**src/rtl/ecc_scrub_scheduler_if.sv**
```systemverilog
// Scrub request/grant handshake between the scheduler and the per-bank scrubbers.
// The scheduler uses the master view, the scrubbers use the slave view.
interface ecc_scrub_scheduler_if #(
    parameter int unsigned NumBanks = 6
);
    logic [NumBanks-1:0] scrub_req;
    logic [NumBanks-1:0] scrub_gnt;

    modport master (output scrub_req, input scrub_gnt);
    modport slave  (input scrub_req, output scrub_gnt);
endinterface

```
**src/rtl/ecc_scrub_scheduler.sv**
```systemverilog
// Per-bank ECC fault bookkeeping and round-robin scrub scheduling.
// Saturating event counters, sticky threshold/uncorrectable interrupts,
// interval-driven scrub requests with overrun detection and per-bank
// active-low test write masks.
module ecc_scrub_scheduler #(
    parameter int unsigned NumBanks      = 6,
    parameter int unsigned DataWidth     = 32,
    parameter int unsigned EccWidth      = 7,
    parameter int unsigned CntWidth      = 16,
    parameter int unsigned IntervalWidth = 32,
    localparam int unsigned MaskWidth    = DataWidth + EccWidth,
    localparam int unsigned BankIdxWidth = (NumBanks > 1) ? $clog2(NumBanks) : 1
) (
    input  logic                                 clk_i,
    input  logic                                 rst_i,
    input  logic [IntervalWidth-1:0]             cfg_scrub_interval_i,
    input  logic [NumBanks-1:0]                  cfg_bank_en_i,
    input  logic [CntWidth-1:0]                  cfg_threshold_i,
    input  logic [NumBanks-1:0]                  cnt_clear_i,
    input  logic [NumBanks-1:0]                  irq_clear_i,
    input  logic                                 cfg_mask_we_i,
    input  logic [BankIdxWidth-1:0]              cfg_mask_bank_i,
    input  logic [MaskWidth-1:0]                 cfg_mask_i,
    input  logic [NumBanks-1:0]                  bank_fault_i,
    input  logic [NumBanks-1:0]                  scrub_fix_i,
    input  logic [NumBanks-1:0]                  uncorrectable_i,
    ecc_scrub_scheduler_if.master                scrub,
    output logic [NumBanks-1:0][CntWidth-1:0]    mismatch_count_o,
    output logic [NumBanks-1:0][CntWidth-1:0]    scrub_fix_count_o,
    output logic [NumBanks-1:0][CntWidth-1:0]    uncorrectable_count_o,
    output logic [NumBanks-1:0]                  irq_status_o,
    output logic [NumBanks-1:0]                  scrub_overrun_o,
    output logic                                 irq_o,
    output logic [NumBanks-1:0][MaskWidth-1:0]   test_write_mask_no
);

    localparam logic [IntervalWidth-1:0] IntOne  = IntervalWidth'(1);
    localparam logic [CntWidth-1:0]      CntOne  = CntWidth'(1);
    localparam logic [BankIdxWidth-1:0]  BankOne = BankIdxWidth'(1);

    logic [IntervalWidth-1:0] tick_cnt;
    logic                     tick;
    logic [BankIdxWidth-1:0]  ptr;
    logic [BankIdxWidth-1:0]  target;
    logic                     target_valid;
    logic [NumBanks-1:0]      tick_hit;

    // Tick fires once the count reaches interval-1 (or overshoots after the interval was lowered).
    always_comb begin
        tick = (cfg_scrub_interval_i != '0) && (tick_cnt >= cfg_scrub_interval_i - IntOne);
    end

    // Interval counter: held at 0 while scheduling is disabled, restarts on every tick.
    always_ff @(posedge clk_i) begin
        if (rst_i) begin
            tick_cnt <= '0;
        end else if ((cfg_scrub_interval_i == '0) || tick) begin
            tick_cnt <= '0;
        end else begin
            tick_cnt <= tick_cnt + IntOne;
        end
    end

    // First enabled bank at or after the pointer, wrapping around.
    always_comb begin
        target_valid = 1'b0;
        target       = '0;
        for (int unsigned k = 0; k < NumBanks; k++) begin
            if (!target_valid &&
                cfg_bank_en_i[BankIdxWidth'((32'(ptr) + k) % NumBanks)]) begin
                target_valid = 1'b1;
                target       = BankIdxWidth'((32'(ptr) + k) % NumBanks);
            end
        end
        tick_hit = '0;
        if (tick && target_valid) begin
            tick_hit[target] = 1'b1;
        end
    end

    // Rotation pointer advances past the served bank; a dropped tick leaves it alone.
    always_ff @(posedge clk_i) begin
        if (rst_i) begin
            ptr <= '0;
        end else if (tick && target_valid) begin
            ptr <= (32'(target) == NumBanks - 1) ? '0 : target + BankOne;
        end
    end

    for (genvar b = 0; b < NumBanks; b++) begin : g_bank
        logic [CntWidth-1:0]  mis_q;
        logic [CntWidth-1:0]  fix_q;
        logic [CntWidth-1:0]  unc_q;
        logic                 irq_q;
        logic                 ovr_q;
        logic                 req_q;
        logic [MaskWidth-1:0] mask_q;
        logic                 inc_mis;
        logic                 inc_fix;
        logic                 inc_unc;
        logic                 irq_set;

        // Increments only below saturation; threshold hits only on a real (uncleared) increment.
        always_comb begin
            inc_mis = bank_fault_i[b] && (mis_q != '1);
            inc_fix = scrub_fix_i[b] && (fix_q != '1);
            inc_unc = uncorrectable_i[b] && (unc_q != '1);
            irq_set = uncorrectable_i[b] ||
                      ((cfg_threshold_i != '0) && !cnt_clear_i[b] &&
                       ((inc_mis && (mis_q + CntOne == cfg_threshold_i)) ||
                        (inc_fix && (fix_q + CntOne == cfg_threshold_i)) ||
                        (inc_unc && (unc_q + CntOne == cfg_threshold_i))));
        end

        // Saturating event counters; clear beats a same-cycle increment.
        always_ff @(posedge clk_i) begin
            if (rst_i || cnt_clear_i[b]) begin
                mis_q <= '0;
                fix_q <= '0;
                unc_q <= '0;
            end else begin
                if (inc_mis) mis_q <= mis_q + CntOne;
                if (inc_fix) fix_q <= fix_q + CntOne;
                if (inc_unc) unc_q <= unc_q + CntOne;
            end
        end

        // Sticky irq/overrun flags where a same-cycle set wins over clear; request held until granted.
        always_ff @(posedge clk_i) begin
            if (rst_i) begin
                irq_q <= 1'b0;
                ovr_q <= 1'b0;
                req_q <= 1'b0;
            end else begin
                irq_q <= irq_set || (irq_q && !irq_clear_i[b]);
                ovr_q <= (tick_hit[b] && req_q && !scrub.scrub_gnt[b]) ||
                         (ovr_q && !irq_clear_i[b]);
                req_q <= (req_q && !scrub.scrub_gnt[b]) || tick_hit[b];
            end
        end

        // Test write mask; out-of-range bank indices never match any bank.
        always_ff @(posedge clk_i) begin
            if (rst_i) begin
                mask_q <= '1;
            end else if (cfg_mask_we_i && (cfg_mask_bank_i == BankIdxWidth'(b))) begin
                mask_q <= cfg_mask_i;
            end
        end

        assign mismatch_count_o[b]      = mis_q;
        assign scrub_fix_count_o[b]     = fix_q;
        assign uncorrectable_count_o[b] = unc_q;
        assign irq_status_o[b]          = irq_q;
        assign scrub_overrun_o[b]       = ovr_q;
        assign scrub.scrub_req[b]       = req_q;
        assign test_write_mask_no[b]    = mask_q;
    end

    // Interrupt line is the OR of all status bits.
    always_comb begin
        irq_o = |irq_status_o;
    end

endmodule

```
**src/flat_wrapper.sv**
```systemverilog
// flat-port wrapper written by rule: the top's interface ports become plain ports
module ecc_scrub_scheduler_flat 
#(
    parameter int unsigned NumBanks      = 6,
    parameter int unsigned DataWidth     = 32,
    parameter int unsigned EccWidth      = 7,
    parameter int unsigned CntWidth      = 16,
    parameter int unsigned IntervalWidth = 32,
    localparam int unsigned MaskWidth    = DataWidth + EccWidth,
    localparam int unsigned BankIdxWidth = (NumBanks > 1) ? $clog2(NumBanks) : 1
)
  (clk_i, rst_i, cfg_scrub_interval_i, cfg_bank_en_i, cfg_threshold_i, cnt_clear_i, irq_clear_i, cfg_mask_we_i, cfg_mask_bank_i, cfg_mask_i, bank_fault_i, scrub_fix_i, uncorrectable_i, mismatch_count_o, scrub_fix_count_o, uncorrectable_count_o, irq_status_o, scrub_overrun_o, irq_o, test_write_mask_no, scrub_scrub_req, scrub_scrub_gnt);
  ecc_scrub_scheduler_if #(.NumBanks(NumBanks)) scrub_i ();
  input  logic clk_i;
  input  logic rst_i;
  input  logic [IntervalWidth-1:0] cfg_scrub_interval_i;
  input  logic [NumBanks-1:0] cfg_bank_en_i;
  input  logic [CntWidth-1:0] cfg_threshold_i;
  input  logic [NumBanks-1:0] cnt_clear_i;
  input  logic [NumBanks-1:0] irq_clear_i;
  input  logic cfg_mask_we_i;
  input  logic [BankIdxWidth-1:0] cfg_mask_bank_i;
  input  logic [MaskWidth-1:0] cfg_mask_i;
  input  logic [NumBanks-1:0] bank_fault_i;
  input  logic [NumBanks-1:0] scrub_fix_i;
  input  logic [NumBanks-1:0] uncorrectable_i;
  output logic [NumBanks-1:0][CntWidth-1:0] mismatch_count_o;
  output logic [NumBanks-1:0][CntWidth-1:0] scrub_fix_count_o;
  output logic [NumBanks-1:0][CntWidth-1:0] uncorrectable_count_o;
  output logic [NumBanks-1:0] irq_status_o;
  output logic [NumBanks-1:0] scrub_overrun_o;
  output logic irq_o;
  output logic [NumBanks-1:0][MaskWidth-1:0] test_write_mask_no;
  output wire logic [$bits(scrub_i.scrub_req)-1:0] scrub_scrub_req;
  input wire logic [$bits(scrub_i.scrub_gnt)-1:0] scrub_scrub_gnt;
  assign scrub_scrub_req = scrub_i.scrub_req;
  assign scrub_i.scrub_gnt = scrub_scrub_gnt;
  ecc_scrub_scheduler #(.NumBanks(NumBanks), .DataWidth(DataWidth), .EccWidth(EccWidth), .CntWidth(CntWidth), .IntervalWidth(IntervalWidth)) u_core (.clk_i(clk_i), .rst_i(rst_i), .cfg_scrub_interval_i(cfg_scrub_interval_i), .cfg_bank_en_i(cfg_bank_en_i), .cfg_threshold_i(cfg_threshold_i), .cnt_clear_i(cnt_clear_i), .irq_clear_i(irq_clear_i), .cfg_mask_we_i(cfg_mask_we_i), .cfg_mask_bank_i(cfg_mask_bank_i), .cfg_mask_i(cfg_mask_i), .bank_fault_i(bank_fault_i), .scrub_fix_i(scrub_fix_i), .uncorrectable_i(uncorrectable_i), .scrub(scrub_i), .mismatch_count_o(mismatch_count_o), .scrub_fix_count_o(scrub_fix_count_o), .uncorrectable_count_o(uncorrectable_count_o), .irq_status_o(irq_status_o), .scrub_overrun_o(scrub_overrun_o), .irq_o(irq_o), .test_write_mask_no(test_write_mask_no));
endmodule
```
**config.mk**
```make
export PLATFORM = sky130hd
export DESIGN_NAME = ecc_scrub_scheduler_flat
export DESIGN_NICKNAME = d
export VERILOG_FILES = /design/src/rtl/ecc_scrub_scheduler_if.sv /design/src/rtl/ecc_scrub_scheduler.sv /design/src/flat_wrapper.sv
export SDC_FILE = /design/constraint.sdc
export NUM_CORES = 2
export LEC_CHECK = 0
export ABC_AREA = 1
export CAP_MARGIN = 30
export CORE_AREA = 2 2 262 264
export CTS_CLUSTER_SIZE = 30
export DETAILED_ROUTE_END_ITERATION = 10
export DIE_AREA = 0 0 264 266
export GPL_ROUTABILITY_DRIVEN = 0
export GPL_TIMING_DRIVEN = 0
export PLACE_DENSITY = 0.73
export REMOVE_ABC_BUFFERS = 1
export SLEW_MARGIN = 10
export SYNTH_ARGS = -nofsm -noshare
export SYNTH_HDL_FRONTEND = slang
export SYNTH_SLANG_ARGS = --single-unit
```
**constraint.sdc**
```tcl
create_clock -name clk_i -period 4.5 [get_ports clk_i]
set_input_delay 0.45 -clock clk_i [delete_from_list [all_inputs] [get_ports clk_i]]
set_output_delay 0.45 -clock clk_i [all_outputs]
set_load 0.02 [all_outputs]
```
==> impl_metrics.toml <==
[placement]
hpwlAfterDp_um = 88520
pre_cts_ws_ns = -0.5408
io_buffers = 675

[timing]
tightest_slew_ns = 1.075
max_freq_mhz = 247.9
finalHoldViolCount = 0
setup_ws_ns = 0.4667
maxSlewViolCount = 0
setup_tns_ns = 0
finalCriticalPeriod_ns = 4.033
final-setup-viol-count = 0
fin_crit_sh_pct = 89.63
slew_headroom_pct = 28.11
clock-skew-final_ns = 0.01966

[finish]
finalNetCount = 5258
drive_gt1_share_pct = 6.003
area_delta_synth_final_pct = 32.88

[setup_path]
crit_top_cell = "nand2_1"
slowest_stage = "clkdlybuf4s50_1"
arrival_ns = 4.57
crit_family = "simple AND/OR/NAND/NOR gates"
path_buf_inv = 6
cp_data_required_time_ns = 5.03
crit_type = "in2reg"
crit_start = "cfg_scrub_interval_i[2]"
critPathLaunchType = "primary input"
endpoint_kind = "flip-flop"
cp_max_fo = 4
worst_path_largest_cell_delay_ns = 0.47
r2r-start = "u_core.ptr[0]$_SDFFE_PP0P_"

[synthesis]
synth_top_area_share_pct = 37.27
synth.distinct_cells = 65
synth_cells = 4463
synth.area.top_cells = "dfxtp_1, nand2_1, nand3_1"
ys_seq_elements = 575
ys_warn_count = 0
seq_area_frac_synth_pct = 37.27
yosysTopAreaCell = "dfxtp_1"
avgSynthCellArea_um2 = 6.921
syn_area_um2 = 30890

[routing]
vias = 32828
drtIter0Drc = 2992
routed_wl_um = 119600
drt_pre_antenna_iters = 7
final_antenna_net_count = 0
wl_per_cell_um = 19.94
drc = 0
routed_via_density = 5.471

[clocking]
cts.sinks = 575
htree_num_levels = 3
clk_path_buf_depth = 3
root_buffer = "clkbuf_16"
clock_latency_ns = 0.62
cts.clk_slew.worst_paths_ns = 0.06
numCtsBuffers = 68
cts_tree = "built"
hold_buffers = 0

[grt]
grt.total_usage_pct = 32.51
antenna_found_initial = 5
grt-ovfl-total = 0
grt_pass1_wl_um = 178800
grt_pass1_vias = 29922
grt_max_degree = 133

[floorplan]
die_y_um = 266
dieArea_um2 = 70220
start_util_pct = 45.60
core-area_um2 = 67750
rows = 96
dieWidth_um = 264
ios = 676

[power_and_ir_drop]
power_density_nw_per_um2 = 310.7
p_leak_nw = 16.61
irDropWorstVdd_mv = 0.3059

[min_path]
min_path_type = "in2reg"
worstHoldStart = "rst_i"

[status]
outcome = "complete, no violations"

[flow_run]
max_cap_viol_count = 0
==> layout by cell type, fill, tap and decap left out, drive strengths merged, types with 104 or more instances in the layout <==
| cell type | instances |
|---|---|
| a21oi | 275 |
| clkdlybuf4s50 | 674 |
| dfxtp | 575 |
| inv | 430 |
| nand2 | 1166 |
| nand3 | 440 |
| nand4 | 104 |
| nor2 | 367 |
| nor3 | 118 |
| o21ai | 270 |
| xor2 | 228 |
==> path summary, 6_finish.rpt <==
kind | end | slack, ns | cells after the start
worst min-delay path | u_core.g_bank[0].req_q$_SDFF_PP0_ | 0.43 | 2
worst max register to register | u_core.g_bank[0].ovr_q$_SDFF_PP0_ | 0.64 | 21
worst min register to register | u_core.g_bank[1].mask_q[31]$_SDFFE_PP1P_ | 0.45 | 2
worst max-delay path | u_core.g_bank[0].ovr_q$_SDFF_PP0_ | 0.47 | 28
==> cells by family after synthesis <==
kind of cell / share of synthesized area (%)
AOI/OAI and AO/OA: 11.31
xor gates and xnor gates: 7.692
and+or+nand+nor: 33.25
DFF: 37.27
adders and majority gates: 2.552
buffers and inverters: 7.927
==> where the power goes <==
part           internal (W)  leakage, nW  total [W]  switching (W)
sequential          0.00524         4.68    0.00538       0.000145
clock               0.00338         1.14    0.00574        0.00236
combinational      0.000623         10.8    0.00163        0.00101
==> synth_stat cells, drive strengths merged <==
library cell and instances:
nand2 1166, o21bai 9, xnor3 2, o21a 14
a211oi 12, clkbuf 146, nor2 367, a21oi 275
clkinv 6, and3 2, a31oi 11, nand3b 9
o211ai 22, ha 63, nor4 44, o21ai 270
a22oi 1, inv 428, a21boi 2, a32oi 1
nor3 118, xor2 228, nand3 440, a211o 1
a221oi 6, a31o 4, or3 1, dfxtp 575
a41oi 2, xnor2 36, nor3b 23, o31ai 2
or2 29, nand4 104, o22ai 4, buf 40
==> registers in the layout (all words and copies together), names as in the netlist <==
name	cells
u_core.g_bank.fix_q	96
u_core.g_bank.irq_q	6
u_core.tick_cnt	32
u_core.g_bank.unc_q	96
u_core.g_bank.mis_q	96
u_core.g_bank.mask_q	234
u_core.g_bank.req_q	6
u_core.ptr	3
u_core.g_bank.ovr_q	6
==> timing repair <==
action / in CTS / in global routing
setup endpoints to repair: 0 / 45
buffers inserted: 0 / 4
resized for setup: 0 / 2
==> stage by stage <==
| stage | total power (W) | cell area, um2 | utilization, % | cells | hold WS [ns] |
|---|---|---|---|---|---|
| floorplan | 0.006228 | 30080 | - | 4277 | 0.4297 |
| global placement | 0.007033 | 37940 | 56.00 | 5834 | 0.4369 |
| detailed placement | 0.007088 | 38650 | 57.06 | 5866 | 0.4414 |
| CTS | 0.01278 | 40960 | 60.46 | 5990 | 0.4049 |
| global route | 0.01314 | 41040 | 60.58 | 6000 | 0.4537 |
| finish | 0.01275 | 41040 | 60.58 | 6000 | 0.4349 |
==> layout make-up <==
| type | count | area, um2 |
|---|---|---|
| fill | 6121 | 26700 |
| multi-input combinational | 3268 | 17050 |
| sequential | 575 | 11510 |
| timing repair buffer | 713 | 7417 |
| clock buffer | 100 | 1983 |
| inverter | 434 | 1644 |
| tap | 882 | 1104 |
| clock inverter | 24 | 325.3 |
| antenna | 4 | 10.01 |
==> routing by layer <==
metal / global-route usage, % / vias up / wire, um / part of all wire (%)
li1: - / 15844 / - / -
met1: 39.78 / 15142 / 47430 / 40
met2: 52.17 / 1475 / 53840 / 45
met3: 8.678 / 365 / 10970 / 9.2
met4: 17.60 / 2 / 7385 / 6.2
met5: 0 / - / 13 / 0.011
Power figures use the tool's default switching activity.
